<file path="config.mk">
export PLATFORM = sky130hd
export DESIGN_NAME = uop_queue_flat
export DESIGN_NICKNAME = d
export VERILOG_FILES = /design/src/rtl/uop_queue_if.sv /design/src/rtl/uop_queue.sv /design/src/flat_wrapper.sv
export SDC_FILE = /design/constraint.sdc
export NUM_CORES = 1
export LEC_CHECK = 0
export BUFFER_PORTS_ARGS = -buffer_cell sky130_fd_sc_hd__buf_4
export CORE_AREA = 2 2 191 193
export DETAILED_ROUTE_END_ITERATION = 8
export DIE_AREA = 0 0 193 195
export PLACE_DENSITY_LB_ADDON = 0.25
export SLEW_MARGIN = 20
export SYNTH_ARGS = -nofsm -noshare
export SYNTH_HDL_FRONTEND = slang
export SYNTH_SLANG_ARGS = --single-unit
export TNS_END_PERCENT = 1
</file>
<file path="constraint.sdc">
create_clock -name clk -period 5.5 [get_ports clk]
set_input_delay 0.55 -clock clk [delete_from_list [all_inputs] [get_ports clk]]
set_output_delay 0.55 -clock clk [all_outputs]
set_load 0.05 [all_outputs]
</file>
<file path="src/rtl/uop_queue_if.sv">
// uop_queue_if: handshake bundle between decode, the uop queue and issue.
//   master modport : the decode/issue side. It drives in_valid, in_uop,
//                    in_nop, in_invalid and out_ready, and observes the rest.
//   slave modport  : the queue itself.
//   in_*           : decode -> queue push channel with nop/invalid qualifiers.
//   out_*          : queue -> issue head-of-queue channel.
//   count, illegal : occupancy and sticky illegal-instruction status.
interface uop_queue_if #(
  parameter int UOP_WIDTH = 60,
  parameter int CNT_WIDTH = 4
);
  logic                 in_valid;
  logic                 in_ready;
  logic [UOP_WIDTH-1:0] in_uop;
  logic                 in_nop;
  logic                 in_invalid;
  logic                 out_valid;
  logic                 out_ready;
  logic [UOP_WIDTH-1:0] out_uop;
  logic [CNT_WIDTH-1:0] count;
  logic                 illegal;

  modport master (
    output in_valid, in_uop, in_nop, in_invalid, out_ready,
    input  in_ready, out_valid, out_uop, count, illegal
  );

  modport slave (
    input  in_valid, in_uop, in_nop, in_invalid, out_ready,
    output in_ready, out_valid, out_uop, count, illegal
  );
endinterface

</file>
<file path="src/rtl/uop_queue.sv">
// uop_queue: in-order micro-op FIFO between decode and issue.
//   Nops are accepted and dropped. An invalid opcode is accepted but not
//   stored; it sets a sticky illegal flag that blocks further input until
//   flush or reset. Entries that were already queued still drain.
// Ports:
//   clk   : rising-edge clock
//   rst   : synchronous active-high reset
//   flush : synchronous clear of pointers, count and illegal. It overrides
//           any push or pop in the same cycle.
//   q     : uop_queue_if slave (push channel, pop channel, count, illegal)
module uop_queue #(
  parameter int UOP_WIDTH = 60,
  parameter int DEPTH     = 8,
  parameter int CNT_WIDTH = $clog2(DEPTH + 1)
) (
  input logic        clk,
  input logic        rst,
  input logic        flush,
  uop_queue_if.slave q
);
  localparam int PTR_WIDTH = $clog2(DEPTH);

  logic [UOP_WIDTH-1:0] mem [DEPTH];
  logic [PTR_WIDTH-1:0] head;
  logic [PTR_WIDTH-1:0] tail;
  logic [CNT_WIDTH-1:0] count;
  logic                 illegal;

  logic push_fire;
  logic pop_fire;
  logic store;

  // Ready depends only on registered state. This keeps a full queue from
  // writing through, even when issue pops in the same cycle.
  assign q.in_ready  = (count != CNT_WIDTH'(DEPTH)) && !illegal;
  assign q.out_valid = (count != '0);
  assign q.out_uop   = q.out_valid ? mem[head] : '0;
  assign q.count     = count;
  assign q.illegal   = illegal;

  assign push_fire = q.in_valid && q.in_ready;
  assign pop_fire  = q.out_valid && q.out_ready;
  // Invalid takes precedence over nop. Neither one occupies an entry.
  assign store     = push_fire && !q.in_invalid && !q.in_nop;

  always_ff @(posedge clk) begin
    if (rst || flush) begin
      head    <= '0;
      tail    <= '0;
      count   <= '0;
      illegal <= 1'b0;
    end else begin
      if (push_fire && q.in_invalid)
        illegal <= 1'b1;
      if (store)
        tail <= tail + PTR_WIDTH'(1);
      if (pop_fire)
        head <= head + PTR_WIDTH'(1);
      case ({store, pop_fire})
        2'b10:   count <= count + CNT_WIDTH'(1);
        2'b01:   count <= count - CNT_WIDTH'(1);
        default: count <= count;
      endcase
    end
  end

  // Storage has no reset. Stale contents are never visible, because
  // out_uop is masked whenever the queue is empty.
  always_ff @(posedge clk) begin
    if (store && !rst && !flush)
      mem[tail] <= q.in_uop;
  end
endmodule

</file>
<file path="src/flat_wrapper.sv">
// flat-port wrapper written by rule: the top's interface ports become plain ports
module uop_queue_flat 
#(
  parameter int UOP_WIDTH = 60,
  parameter int DEPTH     = 8,
  parameter int CNT_WIDTH = $clog2(DEPTH + 1)
)
  (clk, rst, flush, q_in_valid, q_in_uop, q_in_nop, q_in_invalid, q_out_ready, q_in_ready, q_out_valid, q_out_uop, q_count, q_illegal);
  uop_queue_if #(.UOP_WIDTH(UOP_WIDTH), .CNT_WIDTH(CNT_WIDTH)) q_i ();
  input logic clk;
  input logic rst;
  input logic flush;
  input wire logic [$bits(q_i.in_valid)-1:0] q_in_valid;
  input wire logic [$bits(q_i.in_uop)-1:0] q_in_uop;
  input wire logic [$bits(q_i.in_nop)-1:0] q_in_nop;
  input wire logic [$bits(q_i.in_invalid)-1:0] q_in_invalid;
  input wire logic [$bits(q_i.out_ready)-1:0] q_out_ready;
  output wire logic [$bits(q_i.in_ready)-1:0] q_in_ready;
  output wire logic [$bits(q_i.out_valid)-1:0] q_out_valid;
  output wire logic [$bits(q_i.out_uop)-1:0] q_out_uop;
  output wire logic [$bits(q_i.count)-1:0] q_count;
  output wire logic [$bits(q_i.illegal)-1:0] q_illegal;
  assign q_i.in_valid = q_in_valid;
  assign q_i.in_uop = q_in_uop;
  assign q_i.in_nop = q_in_nop;
  assign q_i.in_invalid = q_in_invalid;
  assign q_i.out_ready = q_out_ready;
  assign q_in_ready = q_i.in_ready;
  assign q_out_valid = q_i.out_valid;
  assign q_out_uop = q_i.out_uop;
  assign q_count = q_i.count;
  assign q_illegal = q_i.illegal;
  uop_queue #(.UOP_WIDTH(UOP_WIDTH), .DEPTH(DEPTH), .CNT_WIDTH(CNT_WIDTH)) u_core (.clk(clk), .rst(rst), .flush(flush), .q(q_i));
endmodule
</file>
==> results summary, run 1 <==
Setup repair after global routing left no endpoint under its margin. The overall die height is 195 um. IR analysis of the VDD net gives a maximum drop of 0.291 mV.

The minimum period implied by the final worst setup slack is 3560 ps. TritonCTS built the clock tree. The share of synthesized area occupied by flip-flops and latches is 0.775. In this run the register-to-register setup slack is 2460 ps. The starting DRC count in detailed routing is 699. The final wirelength is 36,100 um. The achievable frequency came out at 281 MHz. The average via count per standard cell came out at 5.79. In the global route stage, met3 resource usage came out at 0.0334. The post-CTS setup buffer count is 0. The number of ports placed on the die boundary is 134. The number of remaining DRC errors is 0. The count of cells along the worst hold path came out at 1.

Detailed routing inserted a total of 8,713 vias. For this run, the number of Yosys warnings is 0. The maximum buffer depth of the clock tree came out at 3. For the worst setup path, the data arrival time is 3010 ps. In this run the clock root is driven by a sky130_fd_sc_hd__clkbuf_16. The type of destination of the critical path is a primary output. The transition at the pin with the smallest max-transition slack is 999 ps. The post-synth net total came out at 916. Dividing the final minimum period by the clock period gives 0.647.

The remaining antenna violation count after routing is 0. The number of cells in the finished layout apart from fillers is 1,506. The end point of the worst hold path is u_core.mem[2][33]. The hold buffer count at CTS is 0. The detailed-route wire length per cell came out at 24.0 um. The quantity of gates resized following cts came out at 0. In this design, the largest share of critical-path delay is due to multiplexers.

The signal on the critical path passes through buf_12 > mux4_2 > mux2i_1 > nor2_1 > buf_4. On the worst path, the slowest cell contributes a delay of 660 ps. The flow ran to the end, and the final reports show no timing, DRC or antenna violations. A synthesized cell averages 22.5 um2. In this run the critical register-to-register path is launched from u_core.q.count[0]. By area the synthesized netlist is led by sky130_fd_sc_hd__edfxtp_1 (76%), sky130_fd_sc_hd__mux4_2 (14%), sky130_fd_sc_hd__mux2i_1 (3.2%). The half-perimeter wire length after placement came out at 19,700 um. The total overflow reported by the global router is 0.

The largest net degree at the start of global routing came out at 79. The combined buffer and inverter count along the critical path is 2. After clock tree synthesis, the clock-pin slew on the worst setup and hold paths is 60 ps. The number of buffers created by CTS came out at 49. After floorplanning, the core was divided into 69 placement rows.

The via count of the first global-routing pass came out at 8,939. The core region area came out at 35,400 um2. STA classifies the critical path startpoint as a flop. The total count of hold-check failures in the final report came out at 0.

The share of Yosys cell area claimed by the top area cell type is 0.760. The number of levels the H-tree was split into is 2. For met2 alone, demand over resource in global routing was 0.311. The path class of the tightest hold or removal check is input port to flop. The area overhead of the layout relative to synthesis came out at 16.4%. The post-synthesis register bit count came out at 494. The die is 193 um wide.

Setup violations remaining at the end of the flow were counted as 0. The gate count after technology mapping came out at 844. Measured in cells, the most critical reg-to-reg path has a length of 11. The capture point of the worst reg-to-reg path is u_core.q.count[2]. During placement, the flow inserted port buffers numbering 133. The biggest area contributor in the post-synthesis netlist is sky130_fd_sc_hd__edfxtp_1. The initial standard-cell utilization of the core is 0.535. The largest individual stage delay along the critical path comes from the cell sky130_fd_sc_hd__dfxtp_4. At the worst endpoint, the required time is 4950 ps. The startpoint identified for the worst hold timing path is q_in_uop[33]. The number of cells in the design after placement came out at 1,415.

The cell leakage power is 0.00694 uW. The final worst clock skew is 9.53 ps. The share of layout cells above drive strength 1 came out at 0.342.

Summing every instance area after synthesis gives 19,000 um2. The number of inserted diodes is 0. The global routing stage identified its most utilized layer as met2. The distinct cell type count of the synthesized netlist came out at 36. The die covers 37,600 um2. The number of antenna violations at the first check in global routing came out at 2. The number of nets in the layout is 1,078. The met1 usage is 0.297. The critical-path maximum fanout came out at 78. The first global-routing pass estimated 55,200 um of wire. The max-slew violation count came out at 0. Across every metal layer, demand over resource in global routing totals 0.198. The weighted congestion at the end of routability-driven global placement came out at 0.744.

Across all hold checks on the routed design, the worst slack comes to 228 ps. The critical path is of the flop to primary output type. The first-pass detailed-route iteration total came out at 5.

The total power density per cell area came out at 337 nW/um2. The fill cell total of the finished layout came out at 2,503. Counting every sink on the clock net gives 494.

The number of max-capacitance violations reported came out at 0. The total power draw came out at 7430 uW. The clock network latency to the later pin of the worst-skew pair came out at 550 ps. The remaining max-slew budget at the tightest pin is 0.334.
==> per-stage QoR <==
step | utilization | setup WS (ps) | setup TNS, ps | area (um2)
after global placement | 0.580 | 2250 | 0 | 20500
after detailed placement | 0.580 | 2220 | 0 | 20500
after CTS | 0.623 | 1840 | 0 | 22000
after floorplan | - | -490 | -29390 | 19000
final | 0.623 | 1940 | 0 | 22100
after global routing | 0.623 | 1680 | 0 | 22100
==> registers in the layout (all words and copies together), names as in the netlist, named ones only <==
name	cells
u_core.q.count	4
u_core.mem	480
u_core.q.illegal	1
u_core.head	3
u_core.tail	3
==> synth_stat cells (all sizes together) <==
master	number
nand3	5
inv	1
mux4	120
mux2i	61
nor3	3
xnor2	1
ha	5
edfxtp	480
nor4	1
or2	1
and2	1
nor2	76
o21ai	3
xor2	6
or4b	1
or3	1
nor2b	2
nor4b	2
nand2b	3
a211o	1
and3b	1
buf	31
nand3b	1
clkbuf	11
nand2	5
nand4	1
a21oi	5
dfxtp	14
nor4bb	1
==> worst max path at each step <==
stage	from	end	slack, ps	depth (start not counted)
after floorplan	u_core.q.count[0]	u_core.mem[1][0]	-490	4
after global placement	rst	u_core.mem[6][28]	2250	6
after detailed placement	rst	u_core.mem[6][24]	2220	6
after CTS	flop	q_out_uop[47]	1840	5
after global routing	flop	q_out_uop[58]	1680	5
final	flop	q_out_uop[58]	1940	5
==> layer usage <==
metal / up-vias / part of all wire / routed length [um]
li1: 3824 / - / -
met1: 4602 / 0.45 / 16300
met2: 237 / 0.49 / 17500
met3: 46 / 0.050 / 1810
met4: 4 / 0.014 / 514
met5: - / 0.00069 / 25
==> where the power goes <==
part,internal [uW],total (uW),switching (uW)
logic,66.4,185,118
registers,4130,4130,3.58
clock network,1810,3120,1300
==> cell type report <==
| type | instances | area (um2) | share of cell area |
|---|---|---|---|
| Sequential cell | 494 | 14700 | 0.666 |
| Multi-Input combinational cell | 307 | 4050 | 0.184 |
| Clock buffer | 69 | 1360 | 0.0618 |
| Timing Repair Buffer | 153 | 1220 | 0.0552 |
| Tap cell | 461 | 577 | 0.0261 |
| Clock inverter | 21 | 145 | 0.00658 |
| Inverter | 1 | 3.75 | 0.000170 |
==> cell usage in the layout, fill, tap and decap left out, types with 4 or more instances in the layout <==
| cell type | instances |
|---|---|
| sky130_fd_sc_hd__edfxtp_1 | 480 |
| sky130_fd_sc_hd__mux2i_1 | 61 |
| sky130_fd_sc_hd__clkinv_1 | 11 |
| sky130_fd_sc_hd__buf_12 | 4 |
| sky130_fd_sc_hd__nand2_1 | 5 |
| sky130_fd_sc_hd__clkinv_2 | 7 |
| sky130_fd_sc_hd__nor2_4 | 6 |
| sky130_fd_sc_hd__a21oi_1 | 4 |
| sky130_fd_sc_hd__mux4_2 | 120 |
| sky130_fd_sc_hd__clkbuf_16 | 51 |
| sky130_fd_sc_hd__ha_1 | 5 |
| sky130_fd_sc_hd__nand3_1 | 4 |
| sky130_fd_sc_hd__xor2_1 | 6 |
| sky130_fd_sc_hd__clkbuf_1 | 16 |
| sky130_fd_sc_hd__dfxtp_1 | 11 |
| sky130_fd_sc_hd__nor2_1 | 70 |
| sky130_fd_sc_hd__buf_4 | 148 |
==> kinds of logic after synthesis <==
family                   after synthesis  share of synthesized area
flip-flops                           494                      0.775
multiplexers                         181                      0.175
AND/OR/NAND/NOR                      105                     0.0264
buffers and inverters                 43                     0.0143
AO/OA/AOI/OAI                          9                    0.00277
XOR/XNOR                               7                    0.00323
adder cells (fa/ha/maj)                5                    0.00330
Power figures use the tool's default switching activity.
==> run 2: changes to the inputs <==
- ABC_AREA: not set -> 1
- CORE_AREA: 2 2 191 193 -> 2 2 193 195
- DIE_AREA: 0 0 193 195 -> 0 0 195 197
- clock period: 5.5 -> 3.12 ns (I/O delays scaled with it)
==> run 2 against run 1 <==
Compared with the run above: global-route usage rose by 2.5 points; first-iteration DRC count rose by 23%; clock skew rose by 2.2 ps; power rose by 85%; critical path depth rose by 1; flip-flop and latch count did not move; final cell count rose by 46%; wire length rose by 17%; via count rose by 43%; sequential power rose by 77%; hold slack got worse by 190 ps; clock power rose by 72%.
==> results summary, run 2 <==
The number of remaining DRC errors is 0. The critical-path maximum fanout is 186. In this design, the stage delay of the slowest critical-path cell is 390 ps. The region available for standard cell placement spans 36,300 um2. After synthesis, the cell types taking the most area are sky130_fd_sc_hd__edfxtp_1 (74%), sky130_fd_sc_hd__nor2_1 (8.4%), sky130_fd_sc_hd__o21ai_0 (5.3%). The share of Yosys cell area claimed by the top area cell type is 0.742. Counting every sink on the clock net gives 494. In this run the static leakage power is 0.00794 uW. The number of cells in the design after placement came out at 2,057. The area of all placed cells without fillers is 23,100 um2. The post-synth net total came out at 1,594.

The signal on the critical path passes through buf_12 > o21ai_0 > o211ai_1 > nand2_1 > nor2_1 > buf_4. Clock skew on the completed layout was measured at 11.7 ps. The post-placement cell area is 21,100 um2. The number of flip-flops under the largest register name came out at 480. The overall die height came out at 197 um.

The maximum buffer depth of the clock tree came out at 3. The number of levels the H-tree was split into came out at 2. The cell type of the slowest stage on the worst timing path is sky130_fd_sc_hd__buf_12. Summing over every cut layer, the via total after detailed routing is 12,420. The amount of wire on met2 after detailed routing came out at 21,300 um.

The period utilization is 0.965. Input and output buffers added on the ports amount to 133. The combined buffer and inverter count along the critical path is 2. The data required time of the critical path came out at 2810 ps.

For this run, the post-layout net count is 1,771. The count of cells along the worst hold path came out at 3. In this run the tightest slew margin relative to its limit is 0.309. The number of cells on the critical path is 6.

The number of ports placed on the die boundary is 134. The final wirelength came out at 42,400 um. The half-perimeter wire length after placement is 21,600 um. Setup repair after global routing left no endpoint under its margin. The starting DRC count in detailed routing came out at 860. The finished layout holds 2,206 standard cells, fillers aside. For this design the ratio of total power to cell area is 594 nW/um2. The wire length on met3 came out at 2000 um. The initial utilization of the core area, before any placement, comes to 0.536. The area overhead of the layout relative to synthesis came out at 19.0%.

The count of flip-flops with a built-in enable after synthesis is 480. For this run, the total global-route usage over all layers was measured as 0.223. The via count of the first global-routing pass is 12,199. The total count of hold-check failures in the final report is 0. The library cell used most frequently in the layout, excluding fill and tap cells, is sky130_fd_sc_hd__edfxtp_1. The run finished with clean final reports.

The post-CTS setup buffer count is 0. The cell count after synthesis came out at 1,522. The average via count per standard cell came out at 5.63. In this run the remaining antenna-violating nets after routing total 0. Timing would allow up to 332 MHz. The die footprint came out at 38,400 um2. The type of destination of the critical path is a primary output.

The signal arrival time at the worst endpoint came out at 2700 ps. The detailed-route wire length per cell is 19.2 um. The row count is 70. The largest total area in the synthesized netlist belongs to sky130_fd_sc_hd__edfxtp_1. The clock transition time at the flip-flop clock pins of the worst setup and hold paths came out at 60 ps. The number of max-capacitance violations reported came out at 0.

The number of buffers created by CTS is 48. Summed over all layers, the global routing overflow is 0. The share of layout cells above drive strength 1 is 0.141. The quantity of gates resized following cts is 0. The number of antenna violations at the first check in global routing is 2. The proportion of synthesized flip-flops having asynchronous set or reset is 0.

The layout has 2,675 filler cells. The worst setup path is of the flop to primary output kind. Setup violations remaining at the end of the flow were counted as 0.

The largest registers in the layout are u_core.mem (480), u_core.q.count (4). The uppermost metal layer occupied by signal nets is met4. By count the netlist is led by sky130_fd_sc_hd__edfxtp_1 (480), sky130_fd_sc_hd__nor2_1 (435), sky130_fd_sc_hd__o21ai_0 (205). The register containing the most flip-flops in the final layout is u_core.mem. sky130_fd_sc_hd__edfxtp_1 is the most common cell in the netlist. The path class of the tightest hold or removal check is input port to flop. The first global-routing pass estimated 66,600 um of wire. The top cell types in the final layout, fill and taps aside, are sky130_fd_sc_hd__edfxtp_1 (480), sky130_fd_sc_hd__nor2_1 (429), sky130_fd_sc_hd__o21ai_0 (205). The warning count from the yosys run is 0. The clock network latency to the later pin of the worst-skew pair came out at 580 ps. Entering global routing, the biggest net connects 187 pins. The minimum period implied by the final worst setup slack came out at 3010 ps. The cell family contributing the most delay on the critical path is buffers and inverters.

The max-slew violation count is 0. At the pin with the least slew margin, the transition time is 1040 ps. The most used flip-flop cell after synthesis is sky130_fd_sc_hd__edfxtp_1. The worst setup path is launched from a flop. The worst-case IR drop observed on VDD is 0.499 mV. The master cell of the clock root buffer is sky130_fd_sc_hd__clkbuf_16. The share of synthesized area occupied by flip-flops and latches is 0.756. The first-pass detailed-route iteration total is 7.

The distinct cell type count of the synthesized netlist is 23. The die extent in x is 195 um. The worst-case reg-to-reg path depth is 9. The post-synthesis register bit count is 494. In this run the cell area of the synthesized design comes to 19,400 um2.

TritonCTS built the clock tree. The routed length on met1 is 18,200 um. A synthesized cell averages 12.8 um2. The weighted congestion at the end of routability-driven global placement came out at 0.735.
==> run 2: final timing paths <==
check	startpoint	end	slack, ps
max	flop	q_out_uop[52]	110
max reg2reg	u_core.q.count[3]	u_core.mem[5][34]	990
min reg2reg	u_core.head[2]	flop	460
min	q_in_invalid	u_core.q.illegal	40
==> run 2: kinds of logic after synthesis <==
family / synth area share
AND/OR/NAND/NOR: 0.103
flip-flops: 0.756
AO/OA/AOI/OAI: 0.108
buffers and inverters: 0.0274
adder cells (fa/ha/maj): 0.00322
XOR/XNOR: 0.00180
==> run 2: power by group <==
group | internal [uW] | switching [uW] | total, uW
clock network | 3030 | 2340 | 5370
registers | 7290 | 11.7 | 7300
logic | 336 | 723 | 1060
total | 10600 | 3070 | 13700
==> run 2: final cells by class <==
class                   count  area [um2]  share of cell area
well taps                 468         586              0.0253
clock inverters            29         184             0.00796
clock buffers              58        1260              0.0545
multi-input cells         913        4280               0.185
flip-flops and latches    494       14700               0.636
repair buffers            224        2020              0.0874
inverters                  18        72.6             0.00314
diodes                      2        5.00            0.000217
==> run 2: tightest hold or removal path: cells and delay by family <==
family	cells	cell delay (ps)
AO/OA/AOI/OAI	1	60
buffers and inverters	1	110
AND/OR/NAND/NOR	1	80
==> run 2: through the flow <==
stage          hold slack (ps)   util  TNS (ps)  power [uW]  worst slack (ps)
5_1_grt                   27.7  0.637         0       14200              27.1
6_report                  36.9  0.637         0       13700               109
2_1_floorplan              411      -   -111080        8050              -339
3_3_place_gp               434  0.581         0        8420               806
4_1_cts                   10.2  0.637         0       13800               195
3_5_place_dp               443  0.581         0        8440               810
==> run 2: layer usage <==
metal | GRT usage | vias up
met5 | 0 | -
met4 | 0.0645 | 0
met3 | 0.0404 | 80
met2 | 0.385 | 315
met1 | 0.291 | 6149
li1 | - | 5876
==> run 2: repair_timing <==
| item | 4_1_cts | 5_1_grt |
|---|---|---|
| hold endpoints to repair | 480 | 0 |
| endpoints found under the setup margin | 0 | 0 |
| hold buffers | 60 | 0 |
